## config.mk

```make
export PLATFORM = sky130hd
export DESIGN_NAME = hilo_muldiv_unit
export DESIGN_NICKNAME = d
export VERILOG_FILES = /design/src/rtl/hilo_muldiv_unit.sv
export SDC_FILE = /design/constraint.sdc
export NUM_CORES = 1
export LEC_CHECK = 0
export ABC_CLOCK_PERIOD_IN_PS = 6000
export CORE_ASPECT_RATIO = 1.4
export CORE_MARGIN = 2
export CORE_UTILIZATION = 50
export DETAILED_ROUTE_END_ITERATION = 7
export GPL_TIMING_DRIVEN = 0
export MAX_ROUTING_LAYER = met4
export PLACE_DENSITY_LB_ADDON = 0.1
export RECOVER_POWER = 25
export SLEW_MARGIN = 20
export SYNTH_ARGS = -nofsm -noshare
export SYNTH_HDL_FRONTEND = slang
export SYNTH_SLANG_ARGS = --single-unit
```

## constraint.sdc

```tcl
create_clock -name clk -period 6 [get_ports clk]
set_input_delay 1.5 -clock clk [delete_from_list [all_inputs] [get_ports clk]]
set_output_delay 1.5 -clock clk [all_outputs]
set_load 0.02 [all_outputs]
```

## src/rtl/hilo_muldiv_unit.sv

```systemverilog
// HI/LO multiply-divide unit: 32-iteration shift-add multiply and restoring divide,
// with MTHI/MTLO writes and a sign-fixup cycle before the HI/LO update.
module hilo_muldiv_unit #(
  parameter int WIDTH = 32
) (
  input  logic             clk,
  input  logic             reset,
  input  logic             Start,
  input  logic [1:0]       Op,
  input  logic [WIDTH-1:0] A,
  input  logic [WIDTH-1:0] B,
  input  logic             MTHi,
  input  logic             MTLo,
  input  logic [WIDTH-1:0] WData,
  output logic             Busy,
  output logic             Done,
  output logic [WIDTH-1:0] HiOut,
  output logic [WIDTH-1:0] LoOut,
  output logic [1:0]       fsm_state
);

  typedef enum logic [1:0] {
    IDLE = 2'd0,
    CALC = 2'd1,
    FIX  = 2'd2
  } state_t;

  localparam int CW = $clog2(WIDTH);
  localparam logic [CW-1:0] LAST = CW'(WIDTH - 1);

  state_t             state;
  state_t             state_next;
  logic [CW-1:0]      count;
  logic [1:0]         op_q;
  logic [WIDTH-1:0]   a_q;
  logic [WIDTH-1:0]   b_q;
  logic [2*WIDTH-1:0] acc;
  logic [WIDTH-1:0]   hi_q;
  logic [WIDTH-1:0]   lo_q;
  logic               done_q;

  // Magnitudes of the live inputs (for loading) and of the latched operands (for iterating).
  logic [WIDTH-1:0] a_in_mag, b_in_mag, mag_a, mag_b;
  assign a_in_mag = (Op[0] && A[WIDTH-1]) ? -A : A;
  assign b_in_mag = (Op[0] && B[WIDTH-1]) ? -B : B;
  assign mag_a    = (op_q[0] && a_q[WIDTH-1]) ? -a_q : a_q;
  assign mag_b    = (op_q[0] && b_q[WIDTH-1]) ? -b_q : b_q;

  // Multiply step: conditionally add the multiplicand into the upper half, then shift right.
  logic [WIDTH:0]     mul_sum;
  logic [2*WIDTH-1:0] mul_next;
  assign mul_sum  = {1'b0, acc[2*WIDTH-1:WIDTH]} + (acc[0] ? {1'b0, mag_a} : '0);
  assign mul_next = {mul_sum, acc[WIDTH-1:1]};

  // Divide step: upper half is the partial remainder, lower half shifts dividend out / quotient in.
  logic [WIDTH:0]     div_shift;
  logic [WIDTH+1:0]   div_diff;
  logic [2*WIDTH-1:0] div_next;
  assign div_shift = acc[2*WIDTH-1:WIDTH-1];
  assign div_diff  = {1'b0, div_shift} - {2'b00, mag_b};
  assign div_next  = div_diff[WIDTH+1] ? {div_shift[WIDTH-1:0], acc[WIDTH-2:0], 1'b0}
                                       : {div_diff[WIDTH-1:0], acc[WIDTH-2:0], 1'b1};

  // Sign fixup applied in FIX.
  logic [2*WIDTH-1:0] prod;
  logic [WIDTH-1:0]   res_hi, res_lo;
  always_comb begin
    prod   = (op_q[0] && (a_q[WIDTH-1] ^ b_q[WIDTH-1])) ? -acc : acc;
    res_hi = prod[2*WIDTH-1:WIDTH];
    res_lo = prod[WIDTH-1:0];
    if (op_q[1]) begin
      if (b_q == '0) begin
        res_hi = a_q;
        res_lo = '1;
      end else begin
        res_lo = (op_q[0] && (a_q[WIDTH-1] ^ b_q[WIDTH-1])) ? -acc[WIDTH-1:0] : acc[WIDTH-1:0];
        res_hi = (op_q[0] && a_q[WIDTH-1]) ? -acc[2*WIDTH-1:WIDTH] : acc[2*WIDTH-1:WIDTH];
      end
    end
  end

  always_ff @(posedge clk) begin
    if (reset) state <= IDLE;
    else       state <= state_next;
  end

  always_comb begin
    state_next = state;
    case (state)
      IDLE:    if (Start) state_next = CALC;
      CALC:    if (count == LAST) state_next = FIX;
      FIX:     state_next = IDLE;
      default: state_next = IDLE;
    endcase
  end

  always_comb begin
    Busy      = (state == CALC) || (state == FIX);
    Done      = done_q;
    HiOut     = hi_q;
    LoOut     = lo_q;
    fsm_state = state;
  end

  always_ff @(posedge clk) begin
    if (reset) begin
      count  <= '0;
      op_q   <= '0;
      a_q    <= '0;
      b_q    <= '0;
      acc    <= '0;
      hi_q   <= '0;
      lo_q   <= '0;
      done_q <= 1'b0;
    end else begin
      done_q <= 1'b0;
      case (state)
        IDLE: begin
          if (Start) begin
            op_q  <= Op;
            a_q   <= A;
            b_q   <= B;
            acc   <= Op[1] ? {{WIDTH{1'b0}}, a_in_mag} : {{WIDTH{1'b0}}, b_in_mag};
            count <= '0;
          end else begin
            if (MTHi) hi_q <= WData;
            if (MTLo) lo_q <= WData;
          end
        end
        CALC: begin
          acc   <= op_q[1] ? div_next : mul_next;
          count <= count + 1'b1;
        end
        FIX: begin
          hi_q   <= res_hi;
          lo_q   <= res_lo;
          done_q <= 1'b1;
        end
        default: ;
      endcase
    end
  end

endmodule

```

== Word level (Yosys, flattened, before mapping) ==
Cells that the tools add are included.

* Flip-flop bits (word level): 202
* Output and inout port bits: 68
* Logic and storage cells: 72

* Muxes and demuxes: 29
* Bitwise gates (word level): 1
* Reduce and logical (&&, ||, !) cells: 15
* Add/sub/neg operators: 10
* Equality and inequality tests: 8

{| class="wikitable"
|+ Operator list
! operator !! count
|-
| $mux 32 || 16
|-
| $mux 64 || 4
|-
| $neg 32->32 || 6
|-
| $pmux 32 s2 || 2
|-
| $pmux 64 s2 || 1
|-
| $neg 64->64 || 1
|-
| $sub 33x32->34 || 1
|-
| $add 32x32->33 || 1
|-
| $logic_not 32->1 || 1
|-
| $ne 2x2->1 const B || 5
|-
| $pmux 5 s2 || 1
|-
| $reduce_and 2->1 || 3
|-
| $reduce_and 3->1 || 2
|-
| $add 5x1->5 const B || 1
|-
| $eq 5x5->1 const B || 1
|-
| $logic_and 1x1->1 || 5
|-
| $mux 5 || 1
|-
| $mux 2 || 2
|-
| $pmux 2 s2 || 1
|-
| $reduce_bool 2->1 || 2
|-
| $eq 2x1->1 const B || 1
|-
| $eq 2x2->1 const B || 1
|-
| $logic_not 2->1 || 1
|-
| $logic_or 1x1->1 || 1
|-
| 2 further kinds || 2
|}

== Depth between registers and ports, before layout ==
* Depth in word-level cells: 6
* Gate-level depth with buffers: 21

== Worst setup path after synthesis ==
OpenSTA, ideal clock, no wires.

* Path kind: register -> register
* From: reg b_q[9]
* To: reg acc[0]
* Slack: 1.432 ns
* Data arrival time: 4.441 ns
* Stages on the path, launching flop included: 22
* Setup time: 0.128 ns
* Cell sequence: dfxtp_1 -> nor4_4 -> nand3b_2 -> or3_1 -> or4_1 -> buf_2 -> o21ai_0 -> xor2_1 -> ha_1 -> clkbuf_1 -> a21o_1 -> a21o_1 -> a21oi_1 -> o21ai_0 -> o31ai_1 -> o21ai_0 -> a41oi_1 -> clkbuf_1 -> buf_2 -> a21oi_1 -> a222oi_1 -> nor2_1

* Cells in the longest elaborated chain, start to end: 6

{| class="wikitable"
|+ Ends and longest elaborated chain
! what !! line !! RTL
|-
| from (decl) || 36 || <nowiki>logic [WIDTH-1:0] b_q;</nowiki>
|-
| from (signal assigned) || 110 || <nowiki>b_q <= '0;</nowiki>
|-
| from (signal assigned) || 122 || <nowiki>b_q <= B;</nowiki>
|-
| $neg 32->32 || 47 || <nowiki>assign mag_b = (op_q[0] && b_q[WIDTH-1]) ? -b_q : b_q;</nowiki>
|-
| $mux 32 (*) || 47 ||
|-
| $sub 33x32->34 (*) || 60 || <nowiki>assign div_diff = {1'b0, div_shift} - {2'b00, mag_b};</nowiki>
|-
| $mux 64 (*) || 61 || <nowiki>assign div_next = div_diff[WIDTH+1] ? {div_shift[WIDTH-1:0], acc[WIDTH-2:0], 1'b0}</nowiki>
|-
| $mux 64 (*) || 131 || <nowiki>acc <= op_q[1] ? div_next : mul_next;</nowiki>
|-
| $pmux 64 s2 (*) || 117 || <nowiki>case (state)</nowiki>
|-
| to (signal assigned) || 123 || <nowiki>acc <= Op[1] ? {{WIDTH{1'b0}}, a_in_mag} : {{WIDTH{1'b0}}, b_in_mag};</nowiki>
|-
| to (signal assigned) || 131 ||
|-
| to (decl) || 37 || <nowiki>logic [2*WIDTH-1:0] acc;</nowiki>
|}

Every way passes the cells marked *; elsewhere a longest branch is shown, timed or not.
A chain may end at the register's enable or synchronous reset.

== Final worst setup path ==
* From: reg op_q[0]
* To: reg acc[60]

* Cells in the longest elaborated chain, start to end: 6

{| class="wikitable"
|+ Ends and longest elaborated chain
! what !! line !! RTL
|-
| from (decl) || 34 || <nowiki>logic [1:0] op_q;</nowiki>
|-
| from (signal assigned) || 120 || <nowiki>op_q <= Op;</nowiki>
|-
| $logic_and 1x1->1 (on tied branches) || 47, 46 ||
|-
| $mux 32 (on tied branches) || 47, 46 ||
|-
| $sub 33x32->34 / $mux 32 (equally long branches) || 60, 52 ||
|-
| $mux 64 / $add 32x32->33 (equally long branches) || 61, 52 ||
|-
| $mux 64 (*) || 131 ||
|-
| $pmux 64 s2 (*) || 117 ||
|}

Marked as above.

==> metrics.cfg <==
[layout]
fraction_of_layout_cells_with_a_size_suffix_above_1_pct = 3.97
n_fill_cell = 3284
finalNetCount = 2758
layout-area-overhead-vs-synth_pct = 17.7
final_core_util_pct = 59.7
finalInstanceArea_mm2 = 0.0203
diode_count = 0

[cts]
clock_tree_from_tritoncts = done
clock_transition_time_at_the_flip_flop_clock_pins_of_the_worst_setup_and_hold_paths_ns = 0.07
cts.sink_count = 202
numCtsBuffers = 22
max-clock-path-buffers = 3
cts_setup_buffers = 0
cts_hold_repair.buffers = 0
clock_tree.htree_level_count = 1
clock_insertion_delay_worst_skew_ns = 0.56
cts_root_buf = sky130_fd_sc_hd__clkbuf_16

[worst_hold_path]
hold_start = HiOut[19]
hold_path_class = flop to flop
min_path_cells = 1

[critical_path]
crit_top_cell = sky130_fd_sc_hd__o21ai_0
r2r_start = op_q[0]
critical_path_buf_inv_count = 3
critPathCaptureType = flop
data_arrival_time_of_the_critical_path_ns = 6.26
worst_setup_path_startpoint = op_q[0]
ff2ff_path_depth = 17
crit_cells = 17
critPathSlowestCell = sky130_fd_sc_hd__a221oi_1
timing.critical_path.slowest_cell_delay_ns = 0.59
critical_path.max_fanout = 10
worst-endpoint-required_ns = 6.48
cp-start-kind = flop
start_to_end_type_of_the_worst_setup_path = flop to flop
worstPathCellList = clkbuf_1, and2_0, clkbuf_2, clkbuf_1, o21ai_0, xor2_1, nor2_1, ha_1, o21ai_0, nor3_1, or4b_1, o21ai_0, a21oi_1, a221oi_1, o21bai_1, a2111oi_1, a211o_1
cp_top_family = compound AO/OA/AOI/OAI gates

[routing]
drt_first_iter_violations = 2153
vias = 19610
drc_errors = 0
avgRoutedWirePerCell_um = 24.9
drt-pass1-iter-count = 7
routed_wl_mm = 75.9
vias_cell = 6.44
final_antenna_net_count = 0

[global_route]
antenna_found_initial = 0
maximum_number_of_pins_on_one_net_before_global_route_repair = 16
wire_length_of_the_first_global_routing_pass_mm = 111
grt_usage_pct = 41.7
globalRouteOverflowTotal = 0
grt_pass1_vias = 18360

[timing]
whs_ns = 0.445
actual_slew_at_the_worst_max_slew_pin_ns = 1.07
report.final.hold_viol_count = 0
timing.max_slew.rel_slack_pct = 28.7
finalClockSkew_ns = 0.0282
final.period_utilization_pct = 96.2
final_report_setup_violation_count = 0
finalMaxSlewViolations = 0
final_period_minus_worst_setup_slack_ns = 5.77
fmax_ghz = 0.173
rsz0062_at_grt = false

[floorplanning]
die_h_um = 224
rows = 80
floorplan.initialDensity_pct = 50.7
placeableCoreArea_mm2 = 0.0340
die_area_mm2 = 0.0360
top_level_ports = 171
dieWidth_um = 161

[pwr]
cellPowerDensity_mw_per_mm2 = 210
pwr-share-clk_pct = 33.9
power.ir.vdd_worst_mv = 0.236
share_comb_of_total_power_pct = 30.0
leakage_uw = 0.00766
power.sequential.fraction_pct = 36.1
p_switching_uw = 1560
cell_internal_pwr_uw = 2710
netSwitchingFraction_pct = 36.6

[placed_design]
dp_hpwl_mm = 61.0
post_dp_cell_area_mm2 = 0.0195
place.port_buffers = 169
gp_congestion = 1.07

[yosys]
synth.most_common_cell = sky130_fd_sc_hd__nand2_1
synth_flop_cell = sky130_fd_sc_hd__dfxtp_1
cell_count_after_synthesis = 2384
synth-async-reset-ratio_pct = 0
syn-cell-area_mm2 = 0.0173
synth_edf_count = 0
synthDistinctLibCells = 87
post_synthesis_sequential_area_ratio_pct = 23.4
synth_largest_type_area_fraction_pct = 23.4
synth_top_cell_by_area = sky130_fd_sc_hd__dfxtp_1
mappedNetlistNets = 2564
netlist_top_cells_area = sky130_fd_sc_hd__dfxtp_1, sky130_fd_sc_hd__a21oi_1, sky130_fd_sc_hd__nand2_1
ys.warnings.count = 0
synth.ff_latch_count = 202
top_cells_by_count_synth = sky130_fd_sc_hd__nand2_1, sky130_fd_sc_hd__a21oi_1, sky130_fd_sc_hd__nor2_1
synth.avg_cell_area_um2 = 7.24

[status]
outcome = finished clean

[job]
max_cap_viol_count = 0

[layer usage]
layer	track usage (%)	share of wire, %
met3	5.17	7.3
met4	29.1	8.6
met1	47.4	38
met5	-	0
met2	68.2	46
[cell families (layout without fill, tap and decap cells)]
kind of cell	after synthesis	count (layout)	synth area share (%)
AND/OR/NAND/NOR	809	809	21.9
AO/OA/AOI/OAI	783	783	28.6
XOR/XNOR	246	246	12.5
buffers and inverters	219	428	5.09
flip-flops	202	202	23.4
adder cells (fa/ha/maj)	77	77	5.67
multiplexers	48	48	2.82
[metrics by stage]
step / instances / TNS (ns) / power, uW / worst slack [ns]
2_1_floorplan: 2384 / 0 / 2300 / 1.43
3_3_place_gp: 3004 / 0 / 2790 / 0.0257
3_5_place_dp: 3005 / -0.0779 / 2810 / -0.0771
4_1_cts: 3044 / 0 / 4230 / 0.0815
5_1_grt: 3044 / 0 / 4400 / 0.0376
6_report: 3044 / 0 / 4270 / 0.225
[placed cells by master (no fill, tap or decap), types with 38 or more instances in the layout]
master / synthesis / routed
sky130_fd_sc_hd__mux2i_1: 43 / 43
sky130_fd_sc_hd__o21ai_0: 145 / 144
sky130_fd_sc_hd__ha_1: 75 / 75
sky130_fd_sc_hd__a21oi_1: 288 / 287
sky130_fd_sc_hd__nand2_1: 330 / 330
sky130_fd_sc_hd__dlygate4sd3_1: 0 / 40
sky130_fd_sc_hd__nand3_1: 38 / 38
sky130_fd_sc_hd__inv_1: 41 / 41
sky130_fd_sc_hd__xnor2_1: 133 / 133
sky130_fd_sc_hd__a211oi_1: 40 / 40
sky130_fd_sc_hd__dfxtp_1: 202 / 202
sky130_fd_sc_hd__o211ai_1: 42 / 42
sky130_fd_sc_hd__nor2_1: 210 / 210
sky130_fd_sc_hd__xor2_1: 113 / 113
sky130_fd_sc_hd__clkbuf_1: 146 / 149
sky130_fd_sc_hd__clkdlybuf4s50_1: 0 / 129
[power by group through the flow]
stage / Clock (uW) / Sequential, uW / Combinational [uW]
4_1_cts: 1450 / 1540 / 1250
3_5_place_dp: 0 / 1570 / 1240
5_1_grt: 1490 / 1550 / 1360
6_report: 1450 / 1540 / 1280
3_3_place_gp: 0 / 1560 / 1220
2_1_floorplan: 0 / 1550 / 749
[sequential cells by signal, indices dropped and copies added (netlist names)]
| register | cells |
|---|---|
| a_q | 32 |
| b_q | 32 |
| fsm_state | 2 |
| acc | 64 |
| LoOut | 32 |
| op_q | 2 |
| count | 5 |
| Done | 1 |
| HiOut | 32 |
[layout make-up]
type | count | area (um2) | area share [%]
plain buffers | 176 | 724 | 3.57
clock inverters | 13 | 174 | 0.856
clock buffers | 26 | 576 | 2.83
inverters | 43 | 161 | 0.795
multi-input cells | 1963 | 12400 | 60.9
flip-flops and latches | 202 | 4040 | 19.9
well taps | 451 | 564 | 2.78
repair buffers | 170 | 1700 | 8.37
[worst reg2reg max path, delay by kind of cell, from the launching register on]
family / cells / cell delay, ns
fa+ha+maj: 1 / 0.33
flops: 1 / 0.31
buf+inv: 3 / 1.26
compound gates: 8 / 2.44
xor+xnor: 1 / 0.18
simple gates: 4 / 1.20
[final timing paths]
path	endpoint	slack, ns
setup / recovery	acc[60]	0.23
hold / removal	HiOut[19]	0.45
setup reg to reg	acc[60]	0.23
hold reg to reg	HiOut[19]	0.45
[timing repair]
action | 4_1_cts | 5_1_grt
endpoints found under the setup margin | 2 | 11
gates resized for setup | 1 | 11
cloned | 0 | 0
No activity file was read; power rests on OpenSTA's default activity.
